==> config.mk <==
export PLATFORM = sky130hd
export DESIGN_NAME = cordic_angle_sweeper
export DESIGN_NICKNAME = d
export VERILOG_FILES = /design/src/rtl/cordic_angle_sweeper.sv
export SDC_FILE = /design/constraint.sdc
export NUM_CORES = 1
export LEC_CHECK = 0
export ABC_AREA = 1
export CORE_ASPECT_RATIO = 1.1
export CORE_MARGIN = 8
export CORE_UTILIZATION = 25
export DETAILED_ROUTE_END_ITERATION = 12
export GPL_TIMING_DRIVEN = 0
export PLACE_DENSITY = 0.54
export RECOVER_POWER = 50
export SLEW_MARGIN = 10
export SYNTH_ARGS = -nofsm -noshare
export SYNTH_HDL_FRONTEND = slang
export SYNTH_SLANG_ARGS = --single-unit
==> constraint.sdc <==
create_clock -name clk -period 2.58 [get_ports clk]
set_input_delay 0.516 -clock clk [delete_from_list [all_inputs] [get_ports clk]]
set_output_delay 0.516 -clock clk [all_outputs]
set_load 0.02 [all_outputs]
==> src/rtl/cordic_angle_sweeper.sv <==
// cordic_angle_sweeper
// Steps through integer-degree angles, issues one CORDIC request per angle,
// waits for the result and forwards it, tagged with its angle, on a
// valid/ready stream. Supports one-shot (single revolution) and continuous
// sweeps.
//
// Optional build macro: SWEEP_TIMEOUT_EN
//   Defined   : a WAIT watchdog abandons a request after TIMEOUT_CYCLES,
//               emits a zero sample and sets the sticky timeout_err flag.
//   Undefined : WAIT waits indefinitely and timeout_err is tied low.
module cordic_angle_sweeper #(
    parameter int TIMEOUT_CYCLES = 64
) (
    input  logic        clk,
    input  logic        reset,
    input  logic        run,
    input  logic        continuous,
    input  logic [8:0]  start_angle,
    input  logic [8:0]  step,
    output logic        cordic_start,
    output logic [15:0] cordic_angle,
    input  logic [15:0] cordic_sin,
    input  logic [15:0] cordic_cos,
    input  logic        cordic_done,
    output logic        out_valid,
    input  logic        out_ready,
    output logic [8:0]  out_angle,
    output logic [15:0] out_sin,
    output logic [15:0] out_cos,
    output logic        sweep_done,
    output logic        busy,
    output logic        timeout_err
);

    typedef enum logic [2:0] {
        S_IDLE  = 3'd0,
        S_ISSUE = 3'd1,
        S_ARM   = 3'd2,
        S_WAIT  = 3'd3,
        S_EMIT  = 3'd4
    } state_t;

    state_t      r_state;
    state_t      w_next_state;

    logic [9:0]  r_angle;
    logic [9:0]  r_step;
    logic [15:0] r_cordic_angle;
    logic        r_cordic_start;
    logic        r_busy;
    logic        r_out_valid;
    logic [8:0]  r_out_angle;
    logic [15:0] r_out_sin;
    logic [15:0] r_out_cos;

    logic [9:0]  w_start_ext;
    logic [9:0]  w_san_start;
    logic [9:0]  w_san_step;
    logic [9:0]  w_sum;
    logic [9:0]  w_next_angle;
    logic        w_closing;
    logic        w_handshake;
    logic        w_timeout;
    logic        w_cordic_start_nxt;
    logic        w_busy_nxt;
    logic        w_sweep_done;

    // Sanitised sweep parameters and the wrapping angle adder. The step is
    // at most 359, so one conditional subtract always lands in 0..359.
    assign w_start_ext  = {1'b0, start_angle};
    assign w_san_start  = (w_start_ext >= 10'd360) ? (w_start_ext - 10'd360) : w_start_ext;
    assign w_san_step   = (step == 9'd0)   ? 10'd1 :
                          (step > 9'd359)  ? 10'd359 : {1'b0, step};
    assign w_sum        = r_angle + r_step;
    assign w_closing    = (w_sum >= 10'd360);
    assign w_next_angle = w_closing ? (w_sum - 10'd360) : w_sum;
    assign w_handshake  = (r_state == S_EMIT) && r_out_valid && out_ready;

    // State register.
    always_ff @(posedge clk or posedge reset) begin
        if (reset) begin
            r_state <= S_IDLE;
        end else begin
            r_state <= w_next_state;
        end
    end

    // Next-state logic; cordic_done is only looked at in WAIT so a stale
    // done level from the previous request is skipped by the ARM cycle.
    always_comb begin
        w_next_state = r_state;
        case (r_state)
            S_IDLE: begin
                if (run) begin
                    w_next_state = S_ISSUE;
                end else begin
                    w_next_state = S_IDLE;
                end
            end
            S_ISSUE: w_next_state = S_ARM;
            S_ARM:   w_next_state = S_WAIT;
            S_WAIT: begin
                if (cordic_done || w_timeout) begin
                    w_next_state = S_EMIT;
                end else begin
                    w_next_state = S_WAIT;
                end
            end
            S_EMIT: begin
                if (w_handshake) begin
                    if (run && (continuous || !w_closing)) begin
                        w_next_state = S_ISSUE;
                    end else begin
                        w_next_state = S_IDLE;
                    end
                end else begin
                    w_next_state = S_EMIT;
                end
            end
            default: w_next_state = S_IDLE;
        endcase
    end

    // Output decode: request pulse and busy are registered from the next
    // state; sweep_done marks the handshake of the revolution-closing sample.
    always_comb begin
        w_cordic_start_nxt = (w_next_state == S_ISSUE);
        w_busy_nxt         = (w_next_state != S_IDLE);
        w_sweep_done       = w_handshake && w_closing;
    end

    // Datapath: angle/step latch, request angle, sample capture and release.
    always_ff @(posedge clk or posedge reset) begin
        if (reset) begin
            r_angle        <= 10'd0;
            r_step         <= 10'd0;
            r_cordic_angle <= 16'd0;
            r_cordic_start <= 1'b0;
            r_busy         <= 1'b0;
            r_out_valid    <= 1'b0;
            r_out_angle    <= 9'd0;
            r_out_sin      <= 16'd0;
            r_out_cos      <= 16'd0;
        end else begin
            r_cordic_start <= w_cordic_start_nxt;
            r_busy         <= w_busy_nxt;
            case (r_state)
                S_IDLE: begin
                    if (run) begin
                        r_angle        <= w_san_start;
                        r_step         <= w_san_step;
                        r_cordic_angle <= {6'd0, w_san_start};
                    end
                end
                S_WAIT: begin
                    if (cordic_done) begin
                        r_out_sin   <= cordic_sin;
                        r_out_cos   <= cordic_cos;
                        r_out_angle <= r_angle[8:0];
                        r_out_valid <= 1'b1;
                    end else if (w_timeout) begin
                        r_out_sin   <= 16'd0;
                        r_out_cos   <= 16'd0;
                        r_out_angle <= r_angle[8:0];
                        r_out_valid <= 1'b1;
                    end
                end
                S_EMIT: begin
                    if (w_handshake) begin
                        r_out_valid <= 1'b0;
                        r_angle     <= w_next_angle;
                        if (w_next_state == S_ISSUE) begin
                            r_cordic_angle <= {6'd0, w_next_angle};
                        end
                    end
                end
                default: begin
                    r_out_valid <= r_out_valid;
                end
            endcase
        end
    end

`ifdef SWEEP_TIMEOUT_EN
    localparam int CW = $clog2(TIMEOUT_CYCLES) + 1;

    logic [CW-1:0] r_wait_cnt;
    logic          r_timeout_err;

    assign w_timeout = (r_state == S_WAIT) && !cordic_done &&
                       (r_wait_cnt == CW'(TIMEOUT_CYCLES - 1));

    // WAIT cycle counter, restarted every time WAIT is entered.
    always_ff @(posedge clk or posedge reset) begin
        if (reset) begin
            r_wait_cnt <= {CW{1'b0}};
        end else if (r_state == S_WAIT) begin
            r_wait_cnt <= r_wait_cnt + CW'(1);
        end else begin
            r_wait_cnt <= {CW{1'b0}};
        end
    end

    // Sticky timeout flag, cleared only by reset.
    always_ff @(posedge clk or posedge reset) begin
        if (reset) begin
            r_timeout_err <= 1'b0;
        end else if (w_timeout) begin
            r_timeout_err <= 1'b1;
        end
    end

    assign timeout_err = r_timeout_err;
`else
    assign w_timeout   = 1'b0;
    assign timeout_err = 1'b0;
`endif

    assign cordic_start = r_cordic_start;
    assign cordic_angle = r_cordic_angle;
    assign out_valid    = r_out_valid;
    assign out_angle    = r_out_angle;
    assign out_sin      = r_out_sin;
    assign out_cos      = r_out_cos;
    assign sweep_done   = w_sweep_done;
    assign busy         = r_busy;

endmodule

### Yosys cells after proc, flatten, opt, wreduce, memory -nomap -nowiden

Cells that the tools add are included.

| word-level totals | value |
|---|---|
| bits in registers | 83 |
| input bits | 56 |
| output and inout port bits | 62 |
| logic and storage cells | 60 |

| operators by class | value |
|---|---|
| $add $sub $neg | 3 |
| order comparisons | 3 |
| equality and inequality tests | 9 |
| muxes and demuxes | 19 |
| reduce and logical (&&, ||, !) cells | 16 |

Operator list:

| cell | count |
|---|---|
| 16-bit 2-to-1 mux | 3 |
| 10-bit 2-to-1 mux | 4 |
| 16-bit one-hot mux with 2 select lines | 1 |
| 10-bit one-hot mux with 2 select lines | 1 |
| 9-bit 2-to-1 mux | 2 |
| 3-bit one-hot mux with 5 select lines | 1 |
| 10-bit adder | 1 |
| 10-bit by 9-bit greater-or-equal comparator with 1-bit output, second input constant | 1 |
| 10-bit by 9-bit subtractor with 10-bit output, second input constant | 1 |
| 9-bit by 9-bit subtractor with 10-bit output, second input constant | 1 |
| 9-bit greater-or-equal comparator, second input constant | 1 |
| 9-bit > comparator, second input constant | 1 |
| 9-bit logical NOT | 1 |
| 2-bit inequality test, second input constant | 4 |
| 3-bit by 1-bit equality test with 1-bit output, second input constant | 2 |
| 3-bit by 2-bit equality test with 1-bit output, second input constant | 2 |
| 3-bit 2-to-1 mux | 2 |
| 3-bit AND reduction | 2 |
| 1-bit logical AND | 4 |
| 1-bit 2-to-1 mux | 4 |
| 2-bit AND reduction | 2 |
| 4-bit AND reduction | 1 |
| 2-bit nonzero test | 2 |
| 3-bit equality test, second input constant | 1 |
| other kinds (5) | 5 |

### Longest topological paths before layout

| depth | value |
|---|---|
| depth in word-level cells | 12 |
| depth in mapped cells | 19 |
| depth with buffers taken out | 19 |

### Worst setup path after synthesis

OpenSTA, ideal clock, no wires.

| timing | value |
|---|---|
| kind | reg2out |
| start | reg r_angle[0] |
| end | out sweep_done |
| arrival time | 1,975 ps |
| required time | 2,064 ps |
| path slack | 89 ps |
| stages on the path, launching flop included | 12 |
| cell sequence | dfrtp_1 ha_1 inv_1 fa_1 inv_1 nand2_2 nand2_1 nand2_1 nand3_2 xor2_4 nand2_4 a21oi_1 |

| on the way | value |
|---|---|
| longest elaborated chain between the ends | 3 |

RTL lines:

| element | line | source |
|---|---|---|
| from (decl) | 46 | `logic [9:0] r_angle;` |
| from (signal assigned) | 150 | `r_angle <= w_san_start;` |
| from (signal assigned) | 171 | `r_angle <= w_next_angle;` |
| 10-bit adder | 74 | `assign w_sum = r_angle + r_step;` |
| 10-bit by 9-bit greater-or-equal comparator with 1-bit output | 75 | `assign w_closing = (w_sum >= 10'd360);` |
| 1-bit logical AND | 129 | `w_sweep_done = w_handshake && w_closing;` |
| to (decl) | 30 | `output logic sweep_done,` |

Every way passes these cells.

### Worst setup path after layout

| timing | value |
|---|---|
| start | reg r_step[0] |
| end | out sweep_done |

| on the way | value |
|---|---|
| longest elaborated chain between the ends | 3 |

RTL lines:

| element | line | source |
|---|---|---|
| from (decl) | 47 | `logic [9:0] r_step;` |
| from (signal assigned) | 151 | `r_step <= w_san_step;` |
| 10-bit adder | 74 |  |
| 10-bit by 9-bit greater-or-equal comparator with 1-bit output | 75 |  |
| 1-bit logical AND | 129 |  |

Every way passes these cells.

==> reports/summary.md <==
Global routing usage on met3: 5.16%. Entering global routing, the biggest net connects 53 pins. The remaining max-slew budget at the tightest pin came out at 27.9%. The first detailed-routing pass took 5 iterations. For this design the ratio of total power to cell area is 1500 mW/mm^2. The post-layout utilization of the core was 37.6%. The maximum root-to-sink buffer count is 2. Setup repair after global routing could not meet its margin everywhere.

The number of clock sinks is 76. The cell sitting at the root of the clock tree is a sky130_fd_sc_hd__clkbuf_16. TritonCTS built the clock tree. In this run the mean area of a mapped cell was 9.06 um^2.

Measured along the x axis, the die boundary spans 137 um. The logs give 356 MHz for the highest clock frequency the design can meet and 3439 for the total number of vias. The number of endpoints failing setup at the final stage is 1.

For the count of pins on the block boundary, the log shows 118. For the worst setup path, the data arrival time is 2290 ps. The synthesized design spends more area on one cell type than any other, namely sky130_fd_sc_hd__dfrtp_1. The hold violation total from the final report was 0; the initial detailed-routing violation count was 143.

TritonCTS created 9 clock buffers. The run finished, with violations left. The count of nets left with antenna violations once routing finished came out at 0. The tools report the number of unique standard cell types used by synthesis as 39. By area the synthesized netlist is led by sky130_fd_sc_hd__dfrtp_1, sky130_fd_sc_hd__nand2_1, sky130_fd_sc_hd__mux2_2, sky130_fd_sc_hd__inv_1, sky130_fd_sc_hd__nand3_1.

The required arrival time at the worst endpoint was 2060 ps. The number of buffers inserted by port buffering was 110. The number of antenna diodes is 0, and the number of enable flip-flop cells after synthesis is 0.

The routability congestion estimate is 0.863, and the global routing met2 resource utilization is 18.9%. The share of synthesized area in the top cell type comes to 47.6%. The worst setup path is captured at an output pin. The run gives 5.63 ps as the final setup skew. After global routing, the most crowded layer is met2. Global routing finished with a remaining overflow of 0.

For the maximum level of the CTS H-tree, the log shows 3. The clock reaches the later pin of the worst-skew pair after 330 ps. Once the floorplan was initialized, standard cells occupied 25.5% of the core.

In the final design database the tool counted 648 nets. The logs give 3653 for the number of global-route vias before repair and 8810 uW for the overall power of the completed layout. In this run the vertical extent of the chip is 149 um. In the final timing run, aggregate negative setup slack is -225 ps. Yosys instantiated no cell more often than sky130_fd_sc_hd__nand2_1. After synthesis, the most frequently instantiated cells are sky130_fd_sc_hd__nand2_1, sky130_fd_sc_hd__dfrtp_1, sky130_fd_sc_hd__inv_1.

After synthesis the netlist holds a flip-flop and latch count of 76. In the synthesized netlist the async set-or-reset flop fraction comes to 100%. After synthesis the cells add up to 0.00400 mm^2.

The worst-case IR drop observed on VDD is 556 uV. Max-cap violations in this run came to 0. Along the worst path, the maximum fanout reaches 2. Layout filler cell count: 1568. Wires add up to 11500 um. Clock-pin slew was measured on the worst setup and hold paths at 60 ps. The logs give 0.0203 mm^2 for the die outline area and 0 for the max-slew violation total from the final report.

The detailed-placement wirelength estimate is 9000 um, and the area occupied by registers is 0.00190 mm^2. Synthesis produced 441 cells. After synthesis, flip-flops and latches occupy 47.6% of the total area. The met1 capacity usage during global routing is 12.7%, and the share of post-route cells with drive strength above 1 is 20.9%.

The core region is 0.0157 mm^2. After layout, the worst path uses 109% of the clock period. The floorplan has 48 rows. Among all flip-flop cells after synthesis, the most frequent one is sky130_fd_sc_hd__dfrtp_1. The first global-routing pass estimated 18200 um of wire.

The setup path with the least slack is of type reg -> out. The final reports fail on setup timing. Kind of start point of the critical path: a flop.

The worst path in the final design needs a cycle of 2810 ps, including I/O delays and setup. The average vias per placed instance works out to 4.38. The run gives 0 as the number of hold-repair buffers added at the cts stage.

The worst-margin pin slew works out to 1080 ps. Global routing consumed, over all layers together, 11.4% of the routing resources. The setup slack after layout was -225 ps. The layout overhead on the synthesized area works out to 47.4%. The min-delay analysis places its worst path in the category reg -> reg. For this run, design rule violations remaining after detail routing come to 0.

The tools report the number of antenna violations at the first check in global routing as 0. The Yosys step of the flow raised 0 warnings. For the area occupied by multi-input gates, the log shows 0.00194 mm^2. For the standby leakage power, the log shows 0.00275 uW. In the final routed layout, each cell accounts on average for 14.6 um.
==> flip-flops by register name, indices dropped and copies added, names as in the netlist <==
name / count
cordic_angle: 10
busy: 1
out_valid: 1
r_angle: 10
r_state: 3
out_sin: 16
out_cos: 16
r_step: 9
out_angle: 9
cordic_start: 1
==> layout make-up <==
class	count	area share [%]
inverters	47	3.10
plain buffers	16	1.49
clock inverters	6	1.89
well taps	200	4.25
clock buffers	10	3.89
multi-input cells	308	32.9
flip-flops and latches	76	32.3
repair buffers	122	20.2
==> timing repair <==
action,CTS,global route
buffers inserted,4,8
resized for setup,13,17
pin swaps,4,12
setup endpoints to repair,1,18
==> where the power goes <==
group | total, uW | leakage, uW | internal (uW) | switching, uW
Combinational | 5230 | 0.00167 | 2320 | 2910
Sequential | 2140 | 0.000922 | 1780 | 362
Clock | 1440 | 0.000163 | 947 | 491
==> cell families (layout without fill, tap and decap cells) <==
family | after synthesis | in the layout | synth area share (%)
other | 1 | 7 | 0.0939
AO/OA/AOI/OAI | 43 | 43 | 6.30
XOR/XNOR | 5 | 5 | 1.57
buffers and inverters | 63 | 201 | 6.61
AND/OR/NAND/NOR | 206 | 206 | 24.0
flip-flops | 76 | 76 | 47.6
adder cells (fa/ha/maj) | 12 | 12 | 3.95
multiplexers | 35 | 35 | 9.87
==> worst paths after layout <==
| path | to | slack (ps) | startpoint | depth (start not counted) |
|---|---|---|---|---|
| worst max-delay path | sweep_done | -230 | r_step[0] | 12 |
| worst min-delay path | r_state[1] | 480 | r_state[2] | 1 |
| worst max register to register | cordic_angle[8] | 60 | r_step[0] | 19 |
| worst min register to register | r_state[1] | 480 | r_state[2] | 1 |
| max in group asynchronous | out_cos[13] | 450 | reset | 3 |
| min in group asynchronous | out_cos[0] | 850 | reset | 2 |
==> metrics by stage <==
step	area (um^2)	worst slack [ps]	instances	hold slack [ps]
floorplan	4020	89.1	447	444
global placement	5370	-1210	757	468
detailed placement	5400	-683	758	480
CTS	5790	-252	778	491
global route	5890	-317	785	509
finish	5890	-225	785	483
==> layout by cell type, fill, tap and decap left out, drive strengths merged, types with 7 or more instances in the layout <==
master / count
clkdlybuf4s50: 89
nor2: 17
buf: 24
nand2: 147
conb: 7
o21ai: 26
clkbuf: 15
nand3: 30
dfrtp: 76
a21oi: 10
ha: 11
mux2: 35
dlygate4sd3: 20
inv: 46
==> layer usage <==
layer  share of wire [%]  vias to the layer above
met1                  40                     1618
met5                   0                        -
met4                 1.6                        0
met2                  49                      116
met3                 9.6                       16
li1                    -                     1689
==> worst max-delay path: stages, from the launching register on <==
cell and delay (ps):
sky130_fd_sc_hd__dfrtp_1 400, sky130_fd_sc_hd__ha_2 210, sky130_fd_sc_hd__inv_2 40, sky130_fd_sc_hd__fa_2 370, sky130_fd_sc_hd__inv_2 80, sky130_fd_sc_hd__nand2_2 60
sky130_fd_sc_hd__nand2_2 70, sky130_fd_sc_hd__nand2_2 70, sky130_fd_sc_hd__nand3_4 80, sky130_fd_sc_hd__xor2_4 190, sky130_fd_sc_hd__nand2_4 80, sky130_fd_sc_hd__a21oi_4 150
sky130_fd_sc_hd__buf_6 140
(Power assumes the default switching activity.)
